## src/rtl/ca3_theta_phase_memory_pkg.sv

```systemverilog
// Shared constants, state codes and saturating weight arithmetic for the CA3
// theta-phase memory. Optional weight decay is enabled by CA3_WEIGHT_DECAY_EN.
package ca3_pkg;

   localparam int WIDTH        = 18;
   localparam int FRAC         = 14;
   localparam int N_UNITS      = 6;
   localparam int WEIGHT_W     = 8;
   localparam int THETA_HI     = 12288;
   localparam int THETA_LO     = -12288;
   localparam int W_INC        = 4;
   localparam int W_DEC        = 4;
   localparam int W_MAX        = 64;
   localparam int N_ITER       = 4;
   localparam int CUE_BOOST    = 32;
   localparam int DECAY_PERIOD = 1024;

   localparam int FIELD_W = WEIGHT_W + $clog2(N_UNITS) + 1;
   localparam int ROW_W   = $clog2(N_UNITS);
   localparam int ITER_W  = (N_ITER > 1) ? $clog2(N_ITER) : 1;
   localparam int DCNT_W  = $clog2(DECAY_PERIOD);

   localparam logic signed [WIDTH-1:0]    THETA_HI_Q  = WIDTH'(THETA_HI);
   localparam logic signed [WIDTH-1:0]    THETA_LO_Q  = WIDTH'(THETA_LO);
   localparam logic signed [WEIGHT_W-1:0] W_MAX_Q     = WEIGHT_W'(W_MAX);
   localparam logic signed [WEIGHT_W-1:0] W_MIN_Q     = WEIGHT_W'(-W_MAX);
   localparam logic signed [WEIGHT_W-1:0] W_INC_Q     = WEIGHT_W'(W_INC);
   localparam logic signed [WEIGHT_W-1:0] W_DEC_NEG_Q = WEIGHT_W'(-W_DEC);

   typedef enum logic [3:0] {
      ST_IDLE        = 4'd0,
      ST_LEARN       = 4'd1,
      ST_LEARN_WAIT  = 4'd2,
      ST_RECALL_ITER = 4'd3,
      ST_RECALL_HOLD = 4'd4
   } state_e;

   // Add a signed step to a weight, clamping to [-W_MAX, +W_MAX].
   function automatic logic signed [WEIGHT_W-1:0] sat_add(
      input logic signed [WEIGHT_W-1:0] w,
      input logic signed [WEIGHT_W-1:0] d
   );
      logic signed [WEIGHT_W:0]   sum_s;
      logic signed [WEIGHT_W:0]   max_s;
      logic signed [WEIGHT_W-1:0] res_s;
      max_s = (WEIGHT_W+1)'(W_MAX);
      sum_s = $signed({w[WEIGHT_W-1], w}) + $signed({d[WEIGHT_W-1], d});
      if (sum_s > max_s) begin
         res_s = W_MAX_Q;
      end else if (sum_s < -max_s) begin
         res_s = W_MIN_Q;
      end else begin
         res_s = sum_s[WEIGHT_W-1:0];
      end
      return res_s;
   endfunction

   function automatic logic signed [WEIGHT_W-1:0] decay_step(
      input logic signed [WEIGHT_W-1:0] w
   );
      logic signed [WEIGHT_W-1:0] res_s;
      if (w > WEIGHT_W'(0)) begin
         res_s = w - WEIGHT_W'(1);
      end else if (w < WEIGHT_W'(0)) begin
         res_s = w + WEIGHT_W'(1);
      end else begin
         res_s = w;
      end
      return res_s;
   endfunction

endpackage

```

## src/rtl/ca3_theta_phase_memory_if.sv

```systemverilog
// Bus bundle between the theta source / pattern driver and the CA3 memory.
interface ca3_theta_phase_memory_if;
   import ca3_pkg::*;

   logic                     clk_en;
   logic signed [WIDTH-1:0]  theta_x;
   logic [N_UNITS-1:0]       pattern_in;
   logic [N_UNITS-1:0]       phase_pattern;
   logic                     learning;
   logic                     recalling;
   logic [3:0]               debug_state;

   modport master (
      output clk_en, theta_x, pattern_in,
      input  phase_pattern, learning, recalling, debug_state
   );

   modport slave (
      input  clk_en, theta_x, pattern_in,
      output phase_pattern, learning, recalling, debug_state
   );

endinterface

```

## src/rtl/ca3_theta_phase_memory_field_unit.sv

```systemverilog
// One CA3 unit: signed weighted sum of active inputs plus cue bias, thresholded at > 0.
module ca3_field_unit
   import ca3_pkg::*;
(
   input  logic [N_UNITS*WEIGHT_W-1:0] w_row,
   input  logic [N_UNITS-1:0]          s,
   input  logic                        cue_bit,
   output logic                        s_next
);

   logic signed [FIELD_W-1:0] h_s;

   // Field accumulation and sign decision.
   always_comb begin
      if (cue_bit) begin
         h_s = FIELD_W'(CUE_BOOST);
      end else begin
         h_s = '0;
      end
      for (int j = 0; j < N_UNITS; j++) begin
         if (s[j]) begin
            h_s = h_s + FIELD_W'($signed(w_row[j*WEIGHT_W +: WEIGHT_W]));
         end else begin
            h_s = h_s;
         end
      end
      s_next = !h_s[FIELD_W-1] && (h_s != '0);
   end

endmodule

```

## src/rtl/ca3_theta_phase_memory.sv

```systemverilog
// Theta-gated Hebbian auto-associative memory: learns near theta peaks, recalls
// by attractor settling near troughs. Optional weight decay: CA3_WEIGHT_DECAY_EN.
module ca3_theta_phase_memory
   import ca3_pkg::*;
(
   input logic                     clk,
   input logic                     rst,
   ca3_theta_phase_memory_if.slave bus
);

   state_e                     state_r;
   logic [3:0]                 debug_state_r;
   logic [N_UNITS-1:0]         pat_r;
   logic [N_UNITS-1:0]         cue_r;
   logic [N_UNITS-1:0]         s_r;
   logic [N_UNITS-1:0]         phase_r;
   logic                       learning_r;
   logic                       recalling_r;
   logic [ROW_W-1:0]           row_r;
   logic [ITER_W-1:0]          iter_r;
   logic signed [WEIGHT_W-1:0] w_r [N_UNITS][N_UNITS];
`ifdef CA3_WEIGHT_DECAY_EN
   logic [DCNT_W-1:0]          decay_cnt_r;
`endif

   logic [N_UNITS*WEIGHT_W-1:0] w_row_s [N_UNITS];
   logic [N_UNITS-1:0]          s_next_s;
   logic                        pat_nz_s;
   logic                        theta_hi_s;
   logic                        theta_lo_s;

   // Gate conditions and flattened weight rows for the field units.
   always_comb begin
      pat_nz_s   = (bus.pattern_in != '0);
      theta_hi_s = (bus.theta_x >= THETA_HI_Q);
      theta_lo_s = (bus.theta_x <= THETA_LO_Q);
      for (int i = 0; i < N_UNITS; i++) begin
         w_row_s[i] = '0;
         for (int j = 0; j < N_UNITS; j++) begin
            w_row_s[i][j*WEIGHT_W +: WEIGHT_W] = w_r[i][j];
         end
      end
   end

   for (genvar gi = 0; gi < N_UNITS; gi++) begin : g_field
      ca3_field_unit u_field (
         .w_row   (w_row_s[gi]),
         .s       (s_r),
         .cue_bit (cue_r[gi]),
         .s_next  (s_next_s[gi])
      );
   end

   // Control FSM, weight store and optional decay timer.
   always_ff @(posedge clk or negedge rst) begin
      if (!rst) begin
         state_r       <= ST_IDLE;
         debug_state_r <= 4'd0;
         pat_r         <= '0;
         cue_r         <= '0;
         s_r           <= '0;
         phase_r       <= '0;
         learning_r    <= 1'b0;
         recalling_r   <= 1'b0;
         row_r         <= '0;
         iter_r        <= '0;
         for (int i = 0; i < N_UNITS; i++) begin
            for (int j = 0; j < N_UNITS; j++) begin
               w_r[i][j] <= '0;
            end
         end
`ifdef CA3_WEIGHT_DECAY_EN
         decay_cnt_r   <= '0;
`endif
      end else if (bus.clk_en) begin
`ifdef CA3_WEIGHT_DECAY_EN
         // A decay tick landing outside IDLE is dropped, not carried over.
         if (decay_cnt_r == DCNT_W'(DECAY_PERIOD-1)) begin
            decay_cnt_r <= '0;
            if (state_r == ST_IDLE) begin
               for (int i = 0; i < N_UNITS; i++) begin
                  for (int j = 0; j < N_UNITS; j++) begin
                     w_r[i][j] <= decay_step(w_r[i][j]);
                  end
               end
            end
         end else begin
            decay_cnt_r <= decay_cnt_r + DCNT_W'(1);
         end
`endif
         case (state_r)
            ST_IDLE: begin
               if (theta_hi_s && pat_nz_s) begin
                  state_r       <= ST_LEARN;
                  debug_state_r <= ST_LEARN;
                  learning_r    <= 1'b1;
                  pat_r         <= bus.pattern_in;
                  row_r         <= '0;
               end else if (theta_lo_s && pat_nz_s) begin
                  state_r       <= ST_RECALL_ITER;
                  debug_state_r <= ST_RECALL_ITER;
                  recalling_r   <= 1'b1;
                  cue_r         <= bus.pattern_in;
                  s_r           <= bus.pattern_in;
                  iter_r        <= '0;
               end
            end
            ST_LEARN: begin
               for (int j = 0; j < N_UNITS; j++) begin
                  if (j != int'(row_r)) begin
                     if (pat_r[row_r] && pat_r[j]) begin
                        w_r[row_r][j] <= sat_add(w_r[row_r][j], W_INC_Q);
                     end else if (pat_r[row_r] ^ pat_r[j]) begin
                        w_r[row_r][j] <= sat_add(w_r[row_r][j], W_DEC_NEG_Q);
                     end
                  end
               end
               if (row_r == ROW_W'(N_UNITS-1)) begin
                  state_r       <= ST_LEARN_WAIT;
                  debug_state_r <= ST_LEARN_WAIT;
                  learning_r    <= 1'b0;
               end else begin
                  row_r <= row_r + ROW_W'(1);
               end
            end
            ST_LEARN_WAIT: begin
               // Holding here until theta falls guarantees one learn per peak.
               if (!theta_hi_s) begin
                  state_r       <= ST_IDLE;
                  debug_state_r <= ST_IDLE;
               end
            end
            ST_RECALL_ITER: begin
               s_r     <= s_next_s;
               phase_r <= s_next_s;
               if (iter_r == ITER_W'(N_ITER-1)) begin
                  state_r       <= ST_RECALL_HOLD;
                  debug_state_r <= ST_RECALL_HOLD;
               end else begin
                  iter_r <= iter_r + ITER_W'(1);
               end
            end
            ST_RECALL_HOLD: begin
               if (!theta_lo_s || !pat_nz_s) begin
                  state_r       <= ST_IDLE;
                  debug_state_r <= ST_IDLE;
                  recalling_r   <= 1'b0;
               end
            end
            default: begin
               state_r       <= ST_IDLE;
               debug_state_r <= ST_IDLE;
               learning_r    <= 1'b0;
               recalling_r   <= 1'b0;
            end
         endcase
      end
   end

   assign bus.phase_pattern = phase_r;
   assign bus.learning      = learning_r;
   assign bus.recalling     = recalling_r;
   assign bus.debug_state   = debug_state_r;

endmodule

```

## src/flat_wrapper.sv

```systemverilog
// flat-port wrapper written by rule: the top's interface ports become plain ports
module ca3_theta_phase_memory_flat import ca3_pkg::*;
  (clk, rst, bus_clk_en, bus_theta_x, bus_pattern_in, bus_phase_pattern, bus_learning, bus_recalling, bus_debug_state);
  ca3_theta_phase_memory_if bus_i ();
  input logic clk;
  input logic rst;
  input wire logic [$bits(bus_i.clk_en)-1:0] bus_clk_en;
  input wire logic [$bits(bus_i.theta_x)-1:0] bus_theta_x;
  input wire logic [$bits(bus_i.pattern_in)-1:0] bus_pattern_in;
  output wire logic [$bits(bus_i.phase_pattern)-1:0] bus_phase_pattern;
  output wire logic [$bits(bus_i.learning)-1:0] bus_learning;
  output wire logic [$bits(bus_i.recalling)-1:0] bus_recalling;
  output wire logic [$bits(bus_i.debug_state)-1:0] bus_debug_state;
  assign bus_i.clk_en = bus_clk_en;
  assign bus_i.theta_x = bus_theta_x;
  assign bus_i.pattern_in = bus_pattern_in;
  assign bus_phase_pattern = bus_i.phase_pattern;
  assign bus_learning = bus_i.learning;
  assign bus_recalling = bus_i.recalling;
  assign bus_debug_state = bus_i.debug_state;
  ca3_theta_phase_memory u_core (.clk(clk), .rst(rst), .bus(bus_i));
endmodule
```

## config.mk

```make
export PLATFORM = sky130hd
export DESIGN_NAME = ca3_theta_phase_memory_flat
export DESIGN_NICKNAME = d
export VERILOG_FILES = /design/src/rtl/ca3_theta_phase_memory_pkg.sv /design/src/rtl/ca3_theta_phase_memory_if.sv /design/src/rtl/ca3_theta_phase_memory_field_unit.sv /design/src/rtl/ca3_theta_phase_memory.sv /design/src/flat_wrapper.sv
export SDC_FILE = /design/constraint.sdc
export NUM_CORES = 2
export LEC_CHECK = 0
export CAP_MARGIN = 15
export CORE_MARGIN = 3
export CORE_UTILIZATION = 55
export CTS_CLUSTER_DIAMETER = 30
export DETAILED_ROUTE_END_ITERATION = 10
export PLACE_DENSITY = 0.75
export SYNTH_ARGS = -nofsm -noshare
export SYNTH_HDL_FRONTEND = slang
export SYNTH_SLANG_ARGS = --single-unit
```

## constraint.sdc

```tcl
create_clock -name clk -period 11.85 [get_ports clk]
set_clock_uncertainty 0.2 [all_clocks]
set_input_delay 1.7775 -clock clk [delete_from_list [all_inputs] [get_ports clk]]
set_output_delay 1.7775 -clock clk [all_outputs]
set_load 0.02 [all_outputs]
```

* Word-level counts from Yosys, hierarchy flattened
Cells that the tools add are included.
** Operators by class
- Bitwise logic cells :: 10
- Equal/unequal tests :: 21
- Add/subtract/negate cells :: 50
- Reductions and logical operators :: 47
- Multiplexer cells :: 201
- Order comparisons :: 29
** Operators by type and width (number)
- 288-bit two-way mux :: 28
- 288-bit bitwise mux :: 12
- 48-bit demux with 3-bit select :: 6
- 8-bit two-way mux :: 79
- 12-bit two-way mux :: 36
- 12-bit by 8-bit adder with 12-bit output :: 30
- 48-bit binary-select mux with 3-bit select :: 1
- 48-bit two-way mux :: 3
- 9-bit by 8-bit greater-than comparator with 1-bit output (second input constant) :: 12
- 9-bit by 7-bit less-than comparator with 1-bit output (second input constant) :: 12
- 12-bit nonzero test :: 6
- 7-bit by 8-bit adder with 9-bit output :: 6
- 8-bit by 3-bit adder with 9-bit output (second input constant) :: 6
- 8-bit by 4-bit adder with 9-bit output (second input constant) :: 6
- 6-bit two-way mux :: 8
- 40-bit two-way mux :: 1
- 32-bit two-way mux :: 1
- 24-bit two-way mux :: 1
- 4-bit two-way mux :: 6
- 4-bit case mux with 5 select lines :: 1
- 18-bit by 15-bit >= comparator with 1-bit output (second input constant) :: 1
- 18-bit by 15-bit <= comparator with 1-bit output (second input constant) :: 1
- 16-bit two-way mux :: 1
- 4-bit AND reduction :: 4
- 38 further kinds :: 90
** Storage, ports and cells
- Register bits :: 323
- Input bits :: 27

* Logic depth before layout (Yosys ltp)
- Word-level depth :: 47
- Depth in mapped cells :: 47

* Cells and area by module
Synthesis repeated with hierarchy kept, for this count alone.
** Second synthesis, totals
- Cell total of the unflattened synthesis :: 4629
- Area, all modules :: 38436.9 sq um
** Modules (own cells, without submodules)
- ca3_theta_phase_memory :: cells an instance 1714, area each 17892.2 sq um, sequential area each 8057.7 sq um, instances 1
- ca3_field_unit (u_core.g_field[0].u_field ...) :: cells an instance 490, area each 3444.6 sq um, sequential area each 0.0 sq um, instances 4
- ca3_field_unit (u_core.g_field[1].u_field) :: cells an instance 482, area each 3437.0 sq um, sequential area each 0.0 sq um, instances 1
- ca3_field_unit (u_core.g_field[5].u_field) :: cells an instance 473, area each 3329.4 sq um, sequential area each 0.0 sq um, instances 1

* Worst setup path after synthesis
No wires, ideal clock.
- Kind :: reg-to-reg
- From :: reg u_core.s_r[0]
- To :: reg u_core.s_r[5]
- Cell stages (with the launch flop) :: 46
- Data arrival time :: 8900 ps
- Period minus slack after synthesis :: 9242 ps
- Buffers on the path :: 6
- Slack :: 2608 ps
- Cell sequence :: dfrtp_1 -> buf_6 -> buf_4 -> buf_4 -> buf_2 -> buf_2 -> clkbuf_1 -> and2_1 -> ha_1 -> inv_1 -> fa_1 -> inv_1 -> maj3_1 -> a22o_1 -> a221oi_1 -> inv_1 -> ha_1 -> o21a_1 -> [... 10 more ...] -> mux2_2 -> ha_1 -> nor3_1 -> nand3_1 -> a31o_2 -> a21oi_1 -> xnor2_1 -> mux2_2 -> ha_1 -> xor2_1 -> nand3b_1 -> or4b_2 -> o211ai_1 -> nor4b_1 -> nand4b_1 -> nor4_1 -> or4_1 -> a22oi_1
** Between the ends
- Longest elaborated chain between the ends :: 14
** RTL lines
- start: declaration :: line ca3_theta_phase_memory.sv:15 : logic [N_UNITS-1:0] s_r;
- start signal: assignment :: line ca3_theta_phase_memory.sv:104 : s_r <= bus.pattern_in;
- start signal: assignment :: line ca3_theta_phase_memory.sv:134 : s_r <= s_next_s;
- 12-bit two-way mux * :: line ca3_theta_phase_memory_field_unit.sv:21 : if (s[j]) begin
- 12-bit by 8-bit adder with 12-bit output :: line ca3_theta_phase_memory_field_unit.sv:22 : h_s = h_s + FIELD_W'($signed(w_row[j*WEIGHT_W +: WEIGHT_W]));
- 12-bit two-way mux * :: line ca3_theta_phase_memory_field_unit.sv:21
- 12-bit by 8-bit adder with 12-bit output :: line ca3_theta_phase_memory_field_unit.sv:22
- 12-bit two-way mux * :: line ca3_theta_phase_memory_field_unit.sv:21
- 12-bit by 8-bit adder with 12-bit output :: line ca3_theta_phase_memory_field_unit.sv:22
- 12-bit two-way mux * :: line ca3_theta_phase_memory_field_unit.sv:21
- 12-bit by 8-bit adder with 12-bit output :: line ca3_theta_phase_memory_field_unit.sv:22
- 12-bit two-way mux * :: line ca3_theta_phase_memory_field_unit.sv:21
- 12-bit by 8-bit adder with 12-bit output :: line ca3_theta_phase_memory_field_unit.sv:22
- 12-bit two-way mux * :: line ca3_theta_phase_memory_field_unit.sv:21
- 12-bit nonzero test / 1-bit zero test (equally long branches) :: line ca3_theta_phase_memory_field_unit.sv:27 : s_next = !h_s[FIELD_W-1] && (h_s != '0);
- 1-bit logical AND * :: line ca3_theta_phase_memory_field_unit.sv:27
- 6-bit case mux with 2 select lines * :: line ca3_theta_phase_memory.sv:91 : case (state_r)
Mark *: on every way between the ends. The rest lies on a longest branch, timed or not.
A chain may end at the register's enable or synchronous reset.

* Final worst setup path
Ends and elaborated chain as after synthesis.

==> flow_summary.yaml <==
setup_path:
  crit_slowest_cell: "or4b_2"
  critical_path.max_stage_delay_ns: 0.63
  crit_end: "u_core.s_r[5]$_DFFE_PN0P_"
  end_kind: "register"
  worstSetupPathType: "reg -> reg"
  r2r_end: "u_core.s_r[5]$_DFFE_PN0P_"
  crit_arrival_ns: 9.89
  critPathLaunchType: "register"
  critPathMaxFanout: 29
  reg2reg_from: "u_core.s_r[0]$_DFFE_PN0P_"
  worstPathRequired_ns: 12.08
  cpMostUsedCell: "ha_1"
  ff2ff_path_depth: 39
  r2r_slack_ns: 2.19
  crit_start: "u_core.s_r[0]$_DFFE_PN0P_"
sta:
  tightestPinTransition_ns: 1.36
  slew_headroom_pct: 9.02
  hold_viol: 0
  fmax_ghz: 0.104
  whs_ns: 0.301
  drv_slew: 0
  fin_tns_setup_ns: 0
  fin_crit_ns: 9.66
  rsz0062_at_grt: "false"
  setup_viol: 0
  period_share_pct: 81.5
placement:
  gp_congestion: 1.00
  dp_hpwl_mm: 106
  numPortBuffers: 37
  dpl-instance-area_sq_mm: 0.0390
synth:
  ys_ff_latch: 322
  async_flop_share_pct: 100
  synth_warnings: 0
  synthFlopType: "dfrtp_1"
  synthTopCellsByArea: "dfrtp_1 21%, ha_1 12%, nand2_1 5.2%"
  syn_nets: 5065
  seq_area_frac_synth_pct: 21.2
  postSynthCellCount: 4646
  synth_cell_types: 126
  yosysTopAreaCell: "dfrtp_1"
  synth_edf_count: 0
  netlist_area_sq_mm: 0.0380
  netlist.area_leader.share_pct: 21.2
  syn_avg_cell_area_sq_um: 8.18
clocking:
  clkTransAtPathRegs_ns: 0.05
  hold_buffers: 0
  cts_tree: "done"
  clock_path_buffers: 3
  clock_latency_ns: 0.62
  cts_setup_buffers: 0
  clock-sinks: 322
  cts_made_buffers: 73
  cts_resized: 0
  cts-root-buf: "clkbuf_16"
  htree_levels: 3
routing:
  drt-initial-drc-count: 4305
  wirelength_mm: 139
  first_pass_iters: 9
  ant_nets: 0
  remaining_drc_errors: 0
  via_count: 38900
  routedWlPerCell_um: 25.1
  viasPerCell: 6.99
layout:
  area_growth_pct: 9.38
  final_cell_mix: "527 x nand2_1, 362 x ha_1, 339 x o21ai_0"
  drive_gt1_share_pct: 9.55
  layout_commonest_cell: "nand2_1"
  fin_area_sq_mm: 0.0415
  final_nets: 5040
  fillers: 5912
pwr:
  ir_worst_vdd_mv: 0.306
  total_power_w: 0.0137
  power_leakage_nw: 18.7
  cellPowerDensity_mw_per_mm2: 329
global_routing:
  grt_antenna_before_repair: 4
  overflow: 0
  grt_max_degree: 144
  grt_pass1_vias: 36100
  grt.total_usage_pct: 37.9
  grt_pass1_wl_mm: 211
floorplanning:
  die_area_sq_mm: 0.0723
  num_rows: 95
  die_w_um: 269
  die_height_um: 269
  io_pins: 39
  start_util_pct: 56.1
  core_area_sq_mm: 0.0678
run_status:
  status: "complete, no violations"
hold_path:
  holdCritPathClass: "reg -> reg"
job:
  maxCapViolations: 0
[metrics by stage]
step | setup WS, ns | cells | utilization, %
floorplan | 2.61 | 4646 | -
global placement | 2.31 | 5417 | 57.6
detailed placement | 2.37 | 5418 | 57.6
CTS | 2.29 | 5551 | 61.3
global route | 1.50 | 5552 | 61.3
finish | 2.19 | 5557 | 61.3
[per-layer routing]
| layer | vias to the layer above | GRT usage (%) | part of all wire [%] |
|---|---|---|---|
| met5 | - | 0.659 | 0.056 |
| met4 | 4 | 22.6 | 6.7 |
| met2 | 2368 | 58.1 | 43 |
| li1 | 17500 | - | - |
| met3 | 501 | 9.96 | 13 |
| met1 | 18500 | 48.1 | 38 |
[flip-flops by register name (all words and copies together) (netlist names)]
signal,count
u_core.w_r,288
u_core.bus.phase_pattern,6
u_core.cue_r,6
u_core.pat_r,6
u_core.s_r,6
u_core.row_r,3
u_core.state_r,3
u_core.iter_r,2
u_core.bus.learning,1
u_core.bus.recalling,1
[power breakdown]
part	switching, W	leakage, nW	internal [W]
Sequential	0.000654	4.39	0.00137
Combinational	0.00592	13.1	0.00365
Clock	0.000741	1.20	0.00133
Total	0.00731	18.7	0.00635
[synth_stat cells, types with 35 or more instances]
| cell | number |
|---|---|
| nand2_1 | 527 |
| ha_1 | 362 |
| o21ai_0 | 339 |
| dfrtp_1 | 322 |
| nor2_1 | 294 |
| a21oi_1 | 241 |
| inv_1 | 232 |
| a22o_1 | 143 |
| xnor2_1 | 137 |
| nor3_1 | 112 |
| clkbuf_1 | 111 |
| mux2_2 | 98 |
| nand3_1 | 98 |
| a21o_1 | 84 |
| xor2_1 | 81 |
| o21a_1 | 74 |
| o21ai_1 | 71 |
| mux2i_1 | 67 |
| nand2b_1 | 66 |
| nor2b_1 | 60 |
| o221ai_1 | 57 |
| a211oi_1 | 52 |
| o211ai_1 | 48 |
| and2_1 | 43 |
| buf_2 | 43 |
| a31oi_1 | 41 |
| or3_1 | 38 |
| and3_1 | 37 |
| o31ai_1 | 36 |
| mux4_2 | 35 |
[how the worst min path moves through the flow]
stage / startpoint / to / slack [ns] / cells past startpoint
after floorplan: u_core.w_r[44]$_DFFE_PN0P_ / u_core.w_r[44]$_DFFE_PN0P_ / 0.26 / 2
after global placement: u_core.bus.phase_pattern[2]$_DFFE_PN0P_ / u_core.bus.phase_pattern[2]$_DFFE_PN0P_ / 0.29 / 2
after detailed placement: u_core.bus.phase_pattern[1]$_DFFE_PN0P_ / u_core.bus.phase_pattern[1]$_DFFE_PN0P_ / 0.29 / 2
after CTS: u_core.w_r[44]$_DFFE_PN0P_ / u_core.w_r[44]$_DFFE_PN0P_ / 0.30 / 2
after global routing: u_core.bus.phase_pattern[2]$_DFFE_PN0P_ / u_core.bus.phase_pattern[2]$_DFFE_PN0P_ / 0.34 / 2
final: u_core.w_r[44]$_DFFE_PN0P_ / u_core.w_r[44]$_DFFE_PN0P_ / 0.30 / 2
[logic make-up (layout without fill, tap and decap cells)]
kind of cell | count (synthesis) | count (layout) | synth area share [%]
mux | 202 | 202 | 6.82
compound gates | 1577 | 1577 | 28.9
flops | 322 | 322 | 21.2
fa+ha+maj | 395 | 395 | 13.6
simple gates | 1494 | 1494 | 19.3
buf+inv | 430 | 463 | 4.74
xor+xnor | 225 | 225 | 5.44
other cells | 1 | 6 | 0.00987
[worst max-delay path: cells and delay by family, from the launching register on]
family,cells,cell delay [ns]
simple gates,12,2.99
compound gates,11,2.43
fa+ha+maj,7,1.90
flops,1,0.61
mux,2,0.57
xor+xnor,4,0.52
buf+inv,3,0.24
[final cells by class]
type,count,area [sq um],area share (%)
clock buffer,81,1930,4.64
sequential,322,8080,19.4
inverter,238,893,2.15
multi-input combinational,3894,28200,67.8
antenna,5,12.5,0.0301
tap,873,1090,2.63
timing repair buffer,92,795,1.91
clock inverter,52,589,1.42
(Power assumes the default switching activity.)
